### src/rtl/uart_rx.sv
// 8N1 UART receiver: two-flop input synchronizer, mid-bit sampling from a
// clock-count baud timer, valid/read output handshake, framing and overrun flags.
module uart_rx #(
  parameter int unsigned CLKS_PER_BIT = 868
) (
  input  logic       clk,
  input  logic       rst_n,
  input  logic       rx,
  input  logic       rx_read,
  output logic [7:0] rx_data,
  output logic       rx_valid,
  output logic       frame_err,
  output logic       overrun,
  output logic       busy
);

  localparam int unsigned CNT_W = $clog2(CLKS_PER_BIT);
  localparam logic [CNT_W-1:0] BIT_END  = CNT_W'(CLKS_PER_BIT - 1);
  localparam logic [CNT_W-1:0] HALF_END = CNT_W'(CLKS_PER_BIT / 2 - 1);

  typedef enum logic [2:0] {
    S_IDLE,
    S_START,
    S_DATA,
    S_STOP,
    S_BREAK
  } state_e;

  state_e           state_q;
  logic [CNT_W-1:0] cnt_q;
  logic [2:0]       bit_idx_q;
  logic [7:0]       shift_q;
  logic             rx_s1_q;
  logic             rx_sync_q;
  logic [7:0]       data_q;
  logic             valid_q;
  logic             ferr_q;
  logic             ovr_q;

  logic bit_end;
  logic half_end;
  logic read_ack;
  logic stop_good;

  assign bit_end   = (cnt_q == BIT_END);
  assign half_end  = (cnt_q == HALF_END);
  assign read_ack  = valid_q & rx_read;
  assign stop_good = (state_q == S_STOP) & bit_end & rx_sync_q;

  always_ff @(posedge clk or negedge rst_n) begin
    if (!rst_n) begin
      state_q   <= S_IDLE;
      cnt_q     <= '0;
      bit_idx_q <= '0;
      shift_q   <= '0;
      rx_s1_q   <= 1'b1;
      rx_sync_q <= 1'b1;
      data_q    <= '0;
      valid_q   <= 1'b0;
      ferr_q    <= 1'b0;
      ovr_q     <= 1'b0;
    end else begin
      rx_s1_q   <= rx;
      rx_sync_q <= rx_s1_q;
      ferr_q    <= 1'b0;
      cnt_q     <= cnt_q + 1'b1;

      // A new byte wins over a same-cycle read; overrun only when the old byte was never read.
      if (stop_good) begin
        data_q  <= shift_q;
        valid_q <= 1'b1;
        if (valid_q && !rx_read) begin
          ovr_q <= 1'b1;
        end else if (read_ack) begin
          ovr_q <= 1'b0;
        end
      end else if (read_ack) begin
        valid_q <= 1'b0;
        ovr_q   <= 1'b0;
      end

      case (state_q)
        S_IDLE: begin
          cnt_q     <= '0;
          bit_idx_q <= '0;
          if (!rx_sync_q) begin
            state_q <= S_START;
          end
        end
        S_START: begin
          if (half_end) begin
            cnt_q   <= '0;
            state_q <= rx_sync_q ? S_IDLE : S_DATA;
          end
        end
        S_DATA: begin
          if (bit_end) begin
            cnt_q     <= '0;
            shift_q   <= {rx_sync_q, shift_q[7:1]};
            bit_idx_q <= bit_idx_q + 3'd1;
            if (bit_idx_q == 3'd7) begin
              state_q <= S_STOP;
            end
          end
        end
        S_STOP: begin
          if (bit_end) begin
            cnt_q <= '0;
            if (rx_sync_q) begin
              state_q <= S_IDLE;
            end else begin
              ferr_q  <= 1'b1;
              state_q <= S_BREAK;
            end
          end
        end
        S_BREAK: begin
          cnt_q <= '0;
          if (rx_sync_q) begin
            state_q <= S_IDLE;
          end
        end
        default: begin
          cnt_q   <= '0;
          state_q <= S_IDLE;
        end
      endcase
    end
  end

  assign rx_data   = data_q;
  assign rx_valid  = valid_q;
  assign frame_err = ferr_q;
  assign overrun   = ovr_q;
  assign busy      = (state_q != S_IDLE);

endmodule

### config.mk
export PLATFORM = sky130hd
export DESIGN_NAME = uart_rx
export DESIGN_NICKNAME = d
export VERILOG_FILES = /design/src/rtl/uart_rx.sv
export SDC_FILE = /design/constraint.sdc
export NUM_CORES = 1
export LEC_CHECK = 0
export ABC_AREA = 1
export BUFFER_PORTS_ARGS = -buffer_cell sky130_fd_sc_hd__buf_2
export CORE_ASPECT_RATIO = 0.6
export CORE_UTILIZATION = 35
export DETAILED_ROUTE_END_ITERATION = 6
export GPL_TIMING_DRIVEN = 1
export SETUP_SLACK_MARGIN = 0.3
export SLEW_MARGIN = 20
export SYNTH_ARGS = -nofsm -noshare
export SYNTH_HDL_FRONTEND = slang
export SYNTH_SLANG_ARGS = --single-unit
export TNS_END_PERCENT = 10
### constraint.sdc
create_clock -name clk -period 1.63 [get_ports clk]
set_clock_uncertainty 0.15 [all_clocks]
set_input_delay 0.163 -clock clk [delete_from_list [all_inputs] [get_ports clk]]
set_output_delay 0.163 -clock clk [all_outputs]
set_load 0.03 [all_outputs]
==> results of run 1 <==
[report_power, final]
group,switching [mW],internal (mW),total (mW),leakage (nW)
combinational,0.0292,0.0142,0.0434,0.558
clock,0.325,0.497,0.823,0.0574
sequential,0.00514,0.924,0.929,0.495
[cell usage in the layout, fill, tap and decap left out, types with 4 or more instances in the layout]
| cell type | netlist | final |
|---|---|---|
| nand2_1 | 51 | 39 |
| dfrtp_1 | 35 | 35 |
| inv_1 | 21 | 17 |
| o21ai_2 | 16 | 16 |
| buf_2 | 0 | 14 |
| nor2_1 | 19 | 13 |
| nand2_2 | 3 | 10 |
| buf_4 | 1 | 9 |
| nand3_1 | 12 | 8 |
| nand2_4 | 1 | 6 |
| clkbuf_8 | 0 | 6 |
| inv_2 | 1 | 5 |
| nand4_1 | 5 | 5 |
| nand3_2 | 0 | 4 |
| nor2_4 | 1 | 4 |
| xor2_1 | 4 | 4 |
| buf_12 | 0 | 4 |
[synth_stat cells (all sizes together)]
| library cell | number |
|---|---|
| dfstp | 2 |
| o21ai | 19 |
| nand3 | 12 |
| xor2 | 4 |
| nand3b | 1 |
| nor2 | 21 |
| o21bai | 1 |
| buf | 4 |
| dfrtp | 35 |
| xnor2 | 1 |
| nand2 | 55 |
| nor3 | 3 |
| nand4 | 7 |
| ha | 4 |
| inv | 23 |
[worst paths after layout]
kind | to | cells past startpoint | slack [ps]
max | cnt_q[5]$_DFF_PN0_ | 5 | 80
min | register | 4 | 1
max reg2reg | cnt_q[5]$_DFF_PN0_ | 5 | 80
min reg2reg | rx_sync_q$_DFF_PN1_ | 0 | 220
max in group asynchronous | rx_sync_q$_DFF_PN1_ | 3 | 850
min in group asynchronous | rx_s1_q$_DFF_PN1_ | 2 | 230
[per-stage QoR]
stage	total power, mW	setup TNS [ps]	hold WS [ps]	setup slack [ps]	cell area (µm²)
finish	1.80	0	1.26	80.1	2330
global placement	0.988	0	-3.59	18.3	1980
floorplan	0.956	0	-283	97.1	1800
CTS	1.82	0	7.40	84.9	2210
detailed placement	0.988	-365	-3.17	-51.0	1980
global route	1.86	-41.1	14.8	-27.1	2330
[what timing repair did]
item                       in CTS  in global routing
buffers inserted                6                  1
pin swaps                       2                  8
hold buffers                    2                  0
setup endpoints to repair      36                 36
resized for setup               5                 37
gates cloned                    0                  1
hold endpoints to repair       38                  0
[kinds of logic after synthesis]
logic type	count (synthesis)	share of synthesized area [%]
xor+xnor	5	2.44
flops	37	51.7
fa+ha+maj	4	2.79
simple gates	99	26.8
buf+inv	27	7.25
compound gates	20	9.06
[state kept, by name, indices dropped and copies added (netlist names), named ones only]
signal and flops:
rx_sync_q 1, state_q 3, frame_err 1, shift_q 8, rx_s1_q 1, cnt_q 10
rx_data 8, bit_idx_q 3, rx_valid 1
[critical path: cells and delay by family, from the launching register on]
kind,cells,cell delay (ps)
simple gates,3,530
flops,1,420
xor+xnor,1,260
buf+inv,1,90
[routing by layer]
layer  global-route usage, %  wire length [µm]
met5                       0                 0
met4                    3.90                26
met3                    4.40               173
met2                    18.4              1350
met1                    21.2              1900
[area by class of cell]
type / count / share of cell area, %
clock buffers: 6 / 3.54
clock inverters: 2 / 1.61
repair inverters: 1 / 0.268
multi-input cells: 128 / 36.7
inverters: 23 / 4.02
flip-flops and latches: 37 / 39.8
repair buffers: 30 / 10.7
well taps: 63 / 3.38
==> impl_metrics.env, run 1 <==
export IMPL_status="complete, no violations"
export IMPL_place_port_buffers=15
export IMPL_hold_violations=0
export IMPL_slowest_stage="dfrtp_1"
export IMPL_min_path_type="input port to register"
export IMPL_worstSetupEndpointType="register"
export IMPL_synth_largest_area_cell="dfrtp_1"
export IMPL_rows=19
export IMPL_critPathMaxStageDelay_ps=420
export IMPL_fin_util_pct=49.1
export IMPL_syn_nets=200
export IMPL_fill_cells=472
export IMPL_die_y_um=57.5
export IMPL_final_max_slew_violation_count=0
export IMPL_layout_drive_gt1_share_pct=41.0
export IMPL_syn2layout_area_growth_pct=30.0
export IMPL_yosys_warnings=0
export IMPL_yosys_top_cells_area="dfrtp_1 (49%), nand2_1 (11%), o21ai_2 (7.8%)"
export IMPL_crit_type="register to register"
export IMPL_grt_pass1_wl_um=5640
export IMPL_final_instance_count_excl_fill=290
export IMPL_rsz0062_at_grt="true"
export IMPL_die_w_um=94.5
export IMPL_root_buffer="clkbuf_8"
export IMPL_place_inst=272
export IMPL_ys_types=25
export IMPL_netlist_area_mm2=0.00180
export IMPL_vias_per_cell=4.62
export IMPL_grt_overflow=0
export IMPL_fin_crit_ps=1550
export IMPL_drc=0
export IMPL_antenna_cells=0
export IMPL_drtIter0Drc=83
export IMPL_ys_seq_elements=37
export IMPL_crit_chain="inv_1 -> nor3_1 -> nand2_1 -> xor2_1 -> nor2_4"
export IMPL_clk_latency_ps=280
export IMPL_critPathLaunchType="register"
export IMPL_cts_sinks=37
export IMPL_grt_max_degree=37
export IMPL_cts_clk_slew_worst_paths_ps=80
export IMPL_htree_levels=2
export IMPL_synthCells=192
export IMPL_gp_congestion=0.858
export IMPL_yosysTopAreaCellShare_pct=48.8
export IMPL_wl_per_cell_um=11.9
export IMPL_vias=1339
export IMPL_critical_path_arrival_ps=1580
export IMPL_track_usage_pct=13.8
export IMPL_ff_latch_area_um2=928
export IMPL_die_area_mm2=0.00543
export IMPL_cp_required_ps=1660
export IMPL_crit_fanout=3
export IMPL_tightest_slew_ps=406
export IMPL_cp_startpoint="cnt_q[1]$_DFF_PN0_"
export IMPL_antenna_found_initial=0
export IMPL_setup_violations=0
export IMPL_core_mm2=0.00475
export IMPL_drt_first_pass_iters=4
export IMPL_nets=234
export IMPL_fmax_mhz=645
export IMPL_syn_area_per_cell_um2=9.35
export IMPL_place_hpwl_um=2300
export IMPL_cts_buffer_depth=2
export IMPL_slew_limit_headroom_pct=72.7
export IMPL_p_leak_nw=1.11
export IMPL_holdCritStartpoint="rx_read"
export IMPL_reg2reg_from="cnt_q[1]$_DFF_PN0_"
export IMPL_fin_crit_sh_pct=95.1
export IMPL_multi_input_area_um2=857
export IMPL_cts_tree="done"
export IMPL_cts_buffers=5
export IMPL_ys_seq_area_share_pct=51.7
export IMPL_power_density_mw_per_mm2=769
export IMPL_drtAntennaViolNets=0
export IMPL_boundaryPins=16
export IMPL_irDropWorstVdd_v=0.000438
export IMPL_initial_core_util_pct=37.8
export IMPL_grt_pass1_vias=1221
export IMPL_drt_wl_total_um=3450
export IMPL_drv_cap=0
Power figures use the tool's default switching activity.
==> run 2: changes to the inputs <==
--- a/config.mk
+++ b/config.mk
@@ -7,10 +7,11 @@
 export LEC_CHECK = 0
 export ABC_AREA = 1
 export BUFFER_PORTS_ARGS = -buffer_cell sky130_fd_sc_hd__buf_2
-export CORE_ASPECT_RATIO = 0.6
+export CORE_ASPECT_RATIO = 0.75
 export CORE_UTILIZATION = 35
 export DETAILED_ROUTE_END_ITERATION = 6
 export GPL_TIMING_DRIVEN = 1
+export HOLD_SLACK_MARGIN = 0.12
 export SETUP_SLACK_MARGIN = 0.3
 export SLEW_MARGIN = 20
 export SYNTH_ARGS = -nofsm -noshare
==> impl_metrics.env, run 2 (synthesized netlist as in run 1, its figures left out) <==
export IMPL_status="finished, violations left"
export IMPL_violations="DRC"
export IMPL_reg2reg_depth=9
export IMPL_initial_core_util_pct=36.6
export IMPL_boundaryPins=16
export IMPL_drv_cap=0
export IMPL_die_y_um=64.0
export IMPL_core_mm2=0.00490
export IMPL_p_leak_nw=1.13
export IMPL_drt_wl_total_um=3470
export IMPL_critPathLaunchType="register"
export IMPL_reg2reg_from="cnt_q[0]$_DFF_PN0_"
export IMPL_grt_pass1_vias=1261
export IMPL_slew_limit_headroom_pct=69.4
export IMPL_drt_first_pass_iters=7
export IMPL_min_path_type="register to register"
export IMPL_htree_levels=2
export IMPL_clk_latency_ps=290
export IMPL_fill_cells=473
export IMPL_die_area_mm2=0.00542
export IMPL_cts_buffers=5
export IMPL_hold_ws_ps=220
export IMPL_cts_clk_slew_worst_paths_ps=70
export IMPL_grt_max_degree=38
export IMPL_irDropWorstVdd_v=0.000374
export IMPL_r2r_end="bit_idx_q[1]$_DFFE_PN0P_"
export IMPL_vias=1349
export IMPL_wl_per_cell_um=11.8
export IMPL_die_w_um=84.7
export IMPL_final_cell_mix="nand2_1 (47), dfrtp_1 (32), inv_1 (18)"
export IMPL_antenna_found_initial=0
export IMPL_nets=241
export IMPL_crit_type="register to register"
export IMPL_use_met1_pct=18.6
export IMPL_tightest_slew_ps=459
export IMPL_antenna_cells=0
export IMPL_fin_crit_sh_pct=93.2
export IMPL_syn2layout_area_growth_pct=31.0
export IMPL_place_inst=269
export IMPL_fmax_mhz=658
export IMPL_drtAntennaViolNets=0
export IMPL_gp_congestion=0.823
export IMPL_cp_required_ps=1670
export IMPL_setup_violations=0
export IMPL_largest_reg_flops=10
export IMPL_min_to="rx_sync_q$_DFF_PN1_"
export IMPL_power_mw=1.80
export IMPL_rsz0062_at_grt="true"
export IMPL_rows=22
export IMPL_grt_met2_usage_pct=20.5
export IMPL_grt_pass1_wl_um=5740
export IMPL_cts_sinks=37
export IMPL_busiest_layer="met2"
export IMPL_worstSetupEndpointType="register"
export IMPL_fin_util_pct=48.0
export IMPL_cts_buffer_depth=2
export IMPL_cts_tree="done"
export IMPL_place_port_buffers=15
export IMPL_place_hpwl_um=2240
export IMPL_min_path_cells=0
export IMPL_drc=1
export IMPL_holdCritStartpoint="rx_s1_q$_DFF_PN1_"
export IMPL_reg2reg_slack_ps=110
export IMPL_fin_crit_ps=1520
export IMPL_final_common_cell="nand2_1"
export IMPL_track_usage_pct=13.9
export IMPL_final_instance_count_excl_fill=294
export IMPL_final_max_slew_violation_count=0
export IMPL_layout_drive_gt1_share_pct=41.9
export IMPL_ff_latch_area_um2=932
export IMPL_vias_per_cell=4.59
export IMPL_grtUsageMet3_pct=3.88
export IMPL_critical_path_arrival_ps=1560
export IMPL_dpl_instance_area_mm2=0.00197
export IMPL_power_density_mw_per_mm2=764
export IMPL_top_register="cnt_q"
export IMPL_root_buffer="clkbuf_8"
export IMPL_multi_input_area_um2=840
export IMPL_grt_overflow=0
export IMPL_hold_violations=0
export IMPL_crit_fanout=21
export IMPL_final_cell_area_mm2=0.00235
export IMPL_drtIter0Drc=74
==> run 2: cell types whose count changed in the layout (fill, tap and decap cells not counted), moves of 2 or more <==
cell and change:
buf_12 -2, buf_4 +7, dfrtp_1 -3, dfrtp_2 +3, nand2_1 +8, nand2_2 -4, nand2_4 -4, nor2_1 -5
nor2_2 +5
==> run 2: layout make-up <==
class	count	share of cell area, %
Timing Repair inverter	1	0.372
Timing Repair Buffer	37	12.0
Inverter	23	3.99
Clock inverter	2	1.60
Tap cell	60	3.19
Sequential cell	37	39.6
Multi-Input combinational cell	128	35.7
Clock buffer	6	3.51
==> run 2: stage by stage <==
step                worst slack, ps  TNS (ps)
floorplan                      97.1         0
global placement               24.7         0
detailed placement            -10.1     -31.1
CTS                            83.1         0
global route                   8.14         0
finish                          111         0
==> run 2: how the worst max path moves through the flow <==
stage / from / slack (ps) / to / cells past startpoint
6_report: cnt_q[0]$_DFF_PN0_ / 110 / bit_idx_q[1]$_DFFE_PN0P_ / 9
5_1_grt: cnt_q[1]$_DFF_PN0_ / 8 / cnt_q[4]$_DFF_PN0_ / 9
4_1_cts: cnt_q[0]$_DFF_PN0_ / 80 / cnt_q[5]$_DFF_PN0_ / 9
3_5_place_dp: cnt_q[0]$_DFF_PN0_ / -10 / rx_data[1]$_DFFE_PN0P_ / 6
3_3_place_gp: cnt_q[7]$_DFF_PN0_ / 20 / rx_data[4]$_DFFE_PN0P_ / 6
2_1_floorplan: cnt_q[0]$_DFF_PN0_ / 100 / rx_data[6]$_DFFE_PN0P_ / 7
==> run 2: report_power, final <==
group	total, mW	switching [mW]	internal [mW]	leakage [nW]
combinational	0.0409	0.0285	0.0124	0.583
sequential	0.929	0.00465	0.924	0.491
clock	0.828	0.330	0.497	0.0574
==> run 2: metal layers <==
metal  routed length [µm]  part of all wire [%]
met5                    0                     0
met2                 1590                    46
met3                  100                   2.9
met4                   80                   2.3
met1                 1700                    49
==> run 2: what timing repair did <==
| action | CTS | global route |
|---|---|---|
| setup buffers | 10 | 3 |
| hold buffers | 3 | 0 |
| setup endpoints to repair | 36 | 36 |
| pin swaps | 2 | 9 |
| endpoints found under the hold margin | 40 | 0 |
| gates resized for setup | 11 | 28 |
| cloned | 0 | 1 |
==> run 2: critical path, cell delays in order (launching register included) <==
cell and delay (ps):
dfrtp_2 440, ha_4 180, nand2_2 70, nor2_4 50, buf_4 130, nand4_4 60, buf_12 160, inv_1 60
nand2_1 60, nand2_1 50
==> run 3: changes to the inputs <==
--- a/config.mk
+++ b/config.mk
@@ -7,13 +7,13 @@
 export LEC_CHECK = 0
 export ABC_AREA = 1
 export BUFFER_PORTS_ARGS = -buffer_cell sky130_fd_sc_hd__buf_2
-export CORE_ASPECT_RATIO = 0.75
+export CORE_ASPECT_RATIO = 2
 export CORE_UTILIZATION = 35
 export DETAILED_ROUTE_END_ITERATION = 6
 export GPL_TIMING_DRIVEN = 1
 export HOLD_SLACK_MARGIN = 0.12
+export PLACE_DENSITY = 0.52
 export SETUP_SLACK_MARGIN = 0.3
-export SLEW_MARGIN = 20
 export SYNTH_ARGS = -nofsm -noshare
 export SYNTH_HDL_FRONTEND = slang
 export SYNTH_SLANG_ARGS = --single-unit
==> impl_metrics.env, run 3 (synthesized netlist as in run 1, its figures left out) <==
export IMPL_wl_per_cell_um=12.7
export IMPL_rows=36
export IMPL_cts_buffers=5
export IMPL_drt_wl_total_um=3690
export IMPL_initial_core_util_pct=36.6
export IMPL_status="complete, no violations"
export IMPL_hold_violations=0
export IMPL_grt_overflow=0
export IMPL_p_leak_nw=1.10
export IMPL_die_w_um=52.6
export IMPL_fin_crit_sh_pct=95.0
export IMPL_ff_latch_area_um2=932
export IMPL_nets=240
export IMPL_crit_chain="inv_2 -> ha_4 -> nand3_2 -> nor2_1 -> nand2_1 -> nand2_2 -> nand2_4 -> clkinvlp_4 -> nor2_1"
export IMPL_crit_type="register to register"
export IMPL_final_cell_mix="nand2_1 (47), dfrtp_1 (32), inv_1 (20)"
export IMPL_multi_input_area_um2=802
export IMPL_grt_pass1_wl_um=6020
export IMPL_setup_violations=0
export IMPL_worstSetupEndpointType="register"
export IMPL_fill_cells=476
export IMPL_antenna_found_initial=0
export IMPL_cp_top_family="simple AND/OR/NAND/NOR gates"
export IMPL_power_density_mw_per_mm2=700
export IMPL_final_max_slew_violation_count=0
export IMPL_critPathLaunchType="register"
export IMPL_antenna_cells=0
export IMPL_core_mm2=0.00491
export IMPL_track_usage_pct=15.3
export IMPL_cts_buffer_depth=2
export IMPL_fmax_mhz=646
export IMPL_irDropWorstVdd_v=0.000683
export IMPL_crit_fanout=5
export IMPL_cts_clk_slew_worst_paths_ps=80
export IMPL_grt_pass1_vias=1358
export IMPL_r2r_end="cnt_q[9]$_DFF_PN0_"
export IMPL_root_buffer="clkbuf_8"
export IMPL_vias=1374
export IMPL_gp_congestion=0.813
export IMPL_drtAntennaViolNets=0
export IMPL_slowest_stage="dfrtp_2"
export IMPL_hold_ws_ps=204
export IMPL_place_hpwl_um=2630
export IMPL_drv_cap=0
export IMPL_critical_path_arrival_ps=1570
export IMPL_clk_latency_ps=280
export IMPL_die_y_um=103
export IMPL_reg2reg_from="cnt_q[1]$_DFF_PN0_"
export IMPL_fin_crit_ps=1550
export IMPL_critPathMaxStageDelay_ps=440
export IMPL_place_port_buffers=15
export IMPL_cp_required_ps=1650
export IMPL_drt_first_pass_iters=4
export IMPL_tightest_slew_ps=417
export IMPL_reg2reg_depth=9
export IMPL_drtIter0Drc=26
export IMPL_syn2layout_area_growth_pct=25.5
export IMPL_fin_util_pct=45.9
export IMPL_htree_levels=2
export IMPL_reg2reg_slack_ps=80
export IMPL_boundaryPins=16
export IMPL_critPathMostFrequentCell="nor2_1"
export IMPL_drc=0
export IMPL_rsz0062_at_grt="true"
export IMPL_cts_sinks=37
export IMPL_cts_tree="done"
export IMPL_final_common_cell="nand2_1"
export IMPL_top_register="cnt_q"
export IMPL_largest_reg_flops=10
export IMPL_vias_per_cell=4.74
export IMPL_min_path_type="input port to async pin"
export IMPL_layout_drive_gt1_share_pct=36.1
export IMPL_die_area_mm2=0.00544
export IMPL_critPathBufInv=2
export IMPL_grt_max_degree=22
export IMPL_power_mw=1.58
export IMPL_slew_limit_headroom_pct=72.2
[run 3: cell count changes in the layout (fill, tap and decap cells not counted), sizes merged]
cell,previous run,this run
buf,34,33
bufinv,1,0
clkbuf,6,8
inv,24,23
[run 3: area by class of cell]
cell class / count / share of cell area, %
Sequential cell: 37 / 41.4
Multi-Input combinational cell: 128 / 35.6
Timing Repair Buffer: 36 / 12.0
Inverter: 23 / 3.94
Clock buffer: 8 / 3.55
Tap cell: 57 / 3.16
Timing Repair inverter: 1 / 0.333
[run 3: where the power goes]
part           total, mW  leakage (nW)  internal, mW  switching [mW]
combinational     0.0430         0.569        0.0139          0.0291
sequential         0.929         0.491         0.925         0.00496
clock              0.605        0.0395         0.304           0.301
total               1.58          1.10          1.24           0.335
[run 3: per-stage QoR]
| step | setup TNS [ps] | instance area, µm² | setup slack [ps] | std cells |
|---|---|---|---|---|
| after floorplan | 0 | 1800 | 97.1 | 192 |
| after global placement | 0 | 1980 | 17.1 | 268 |
| after detailed placement | -86.5 | 1980 | -21.0 | 268 |
| after CTS | 0 | 2180 | 59.5 | 286 |
| after global routing | -7.11 | 2250 | -4.70 | 290 |
| final | 0 | 2250 | 81.8 | 290 |
[run 3: routing by layer]
metal | global-route usage, % | share of wire (%)
met3 | 2.92 | 2.7
met1 | 15.2 | 38
met2 | 28.4 | 56
met5 | 0 | 0
met4 | 8.50 | 3.4
[run 3: how the worst max path moves through the flow]
stage                        endpoint  cells after the start               start  slack, ps
4_1_cts            cnt_q[9]$_DFF_PN0_                      9  cnt_q[1]$_DFF_PN0_         60
2_1_floorplan  rx_data[6]$_DFFE_PN0P_                      7  cnt_q[0]$_DFF_PN0_        100
3_5_place_dp   rx_data[2]$_DFFE_PN0P_                      6  cnt_q[0]$_DFF_PN0_        -20
5_1_grt            cnt_q[7]$_DFF_PN0_                      6  cnt_q[0]$_DFF_PN0_         -5
6_report           cnt_q[9]$_DFF_PN0_                      9  cnt_q[1]$_DFF_PN0_         80
3_3_place_gp   rx_data[0]$_DFFE_PN0P_                      6  cnt_q[0]$_DFF_PN0_         20
[run 3: what timing repair did]
| item | CTS | global route |
|---|---|---|
| buffers inserted | 6 | 4 |
| hold endpoints to repair | 38 | 0 |
| gates cloned | 1 | 0 |
| resized for setup | 8 | 12 |
| endpoints found under the setup margin | 36 | 36 |
| pin swaps | 4 | 10 |
| hold buffers | 3 | 0 |
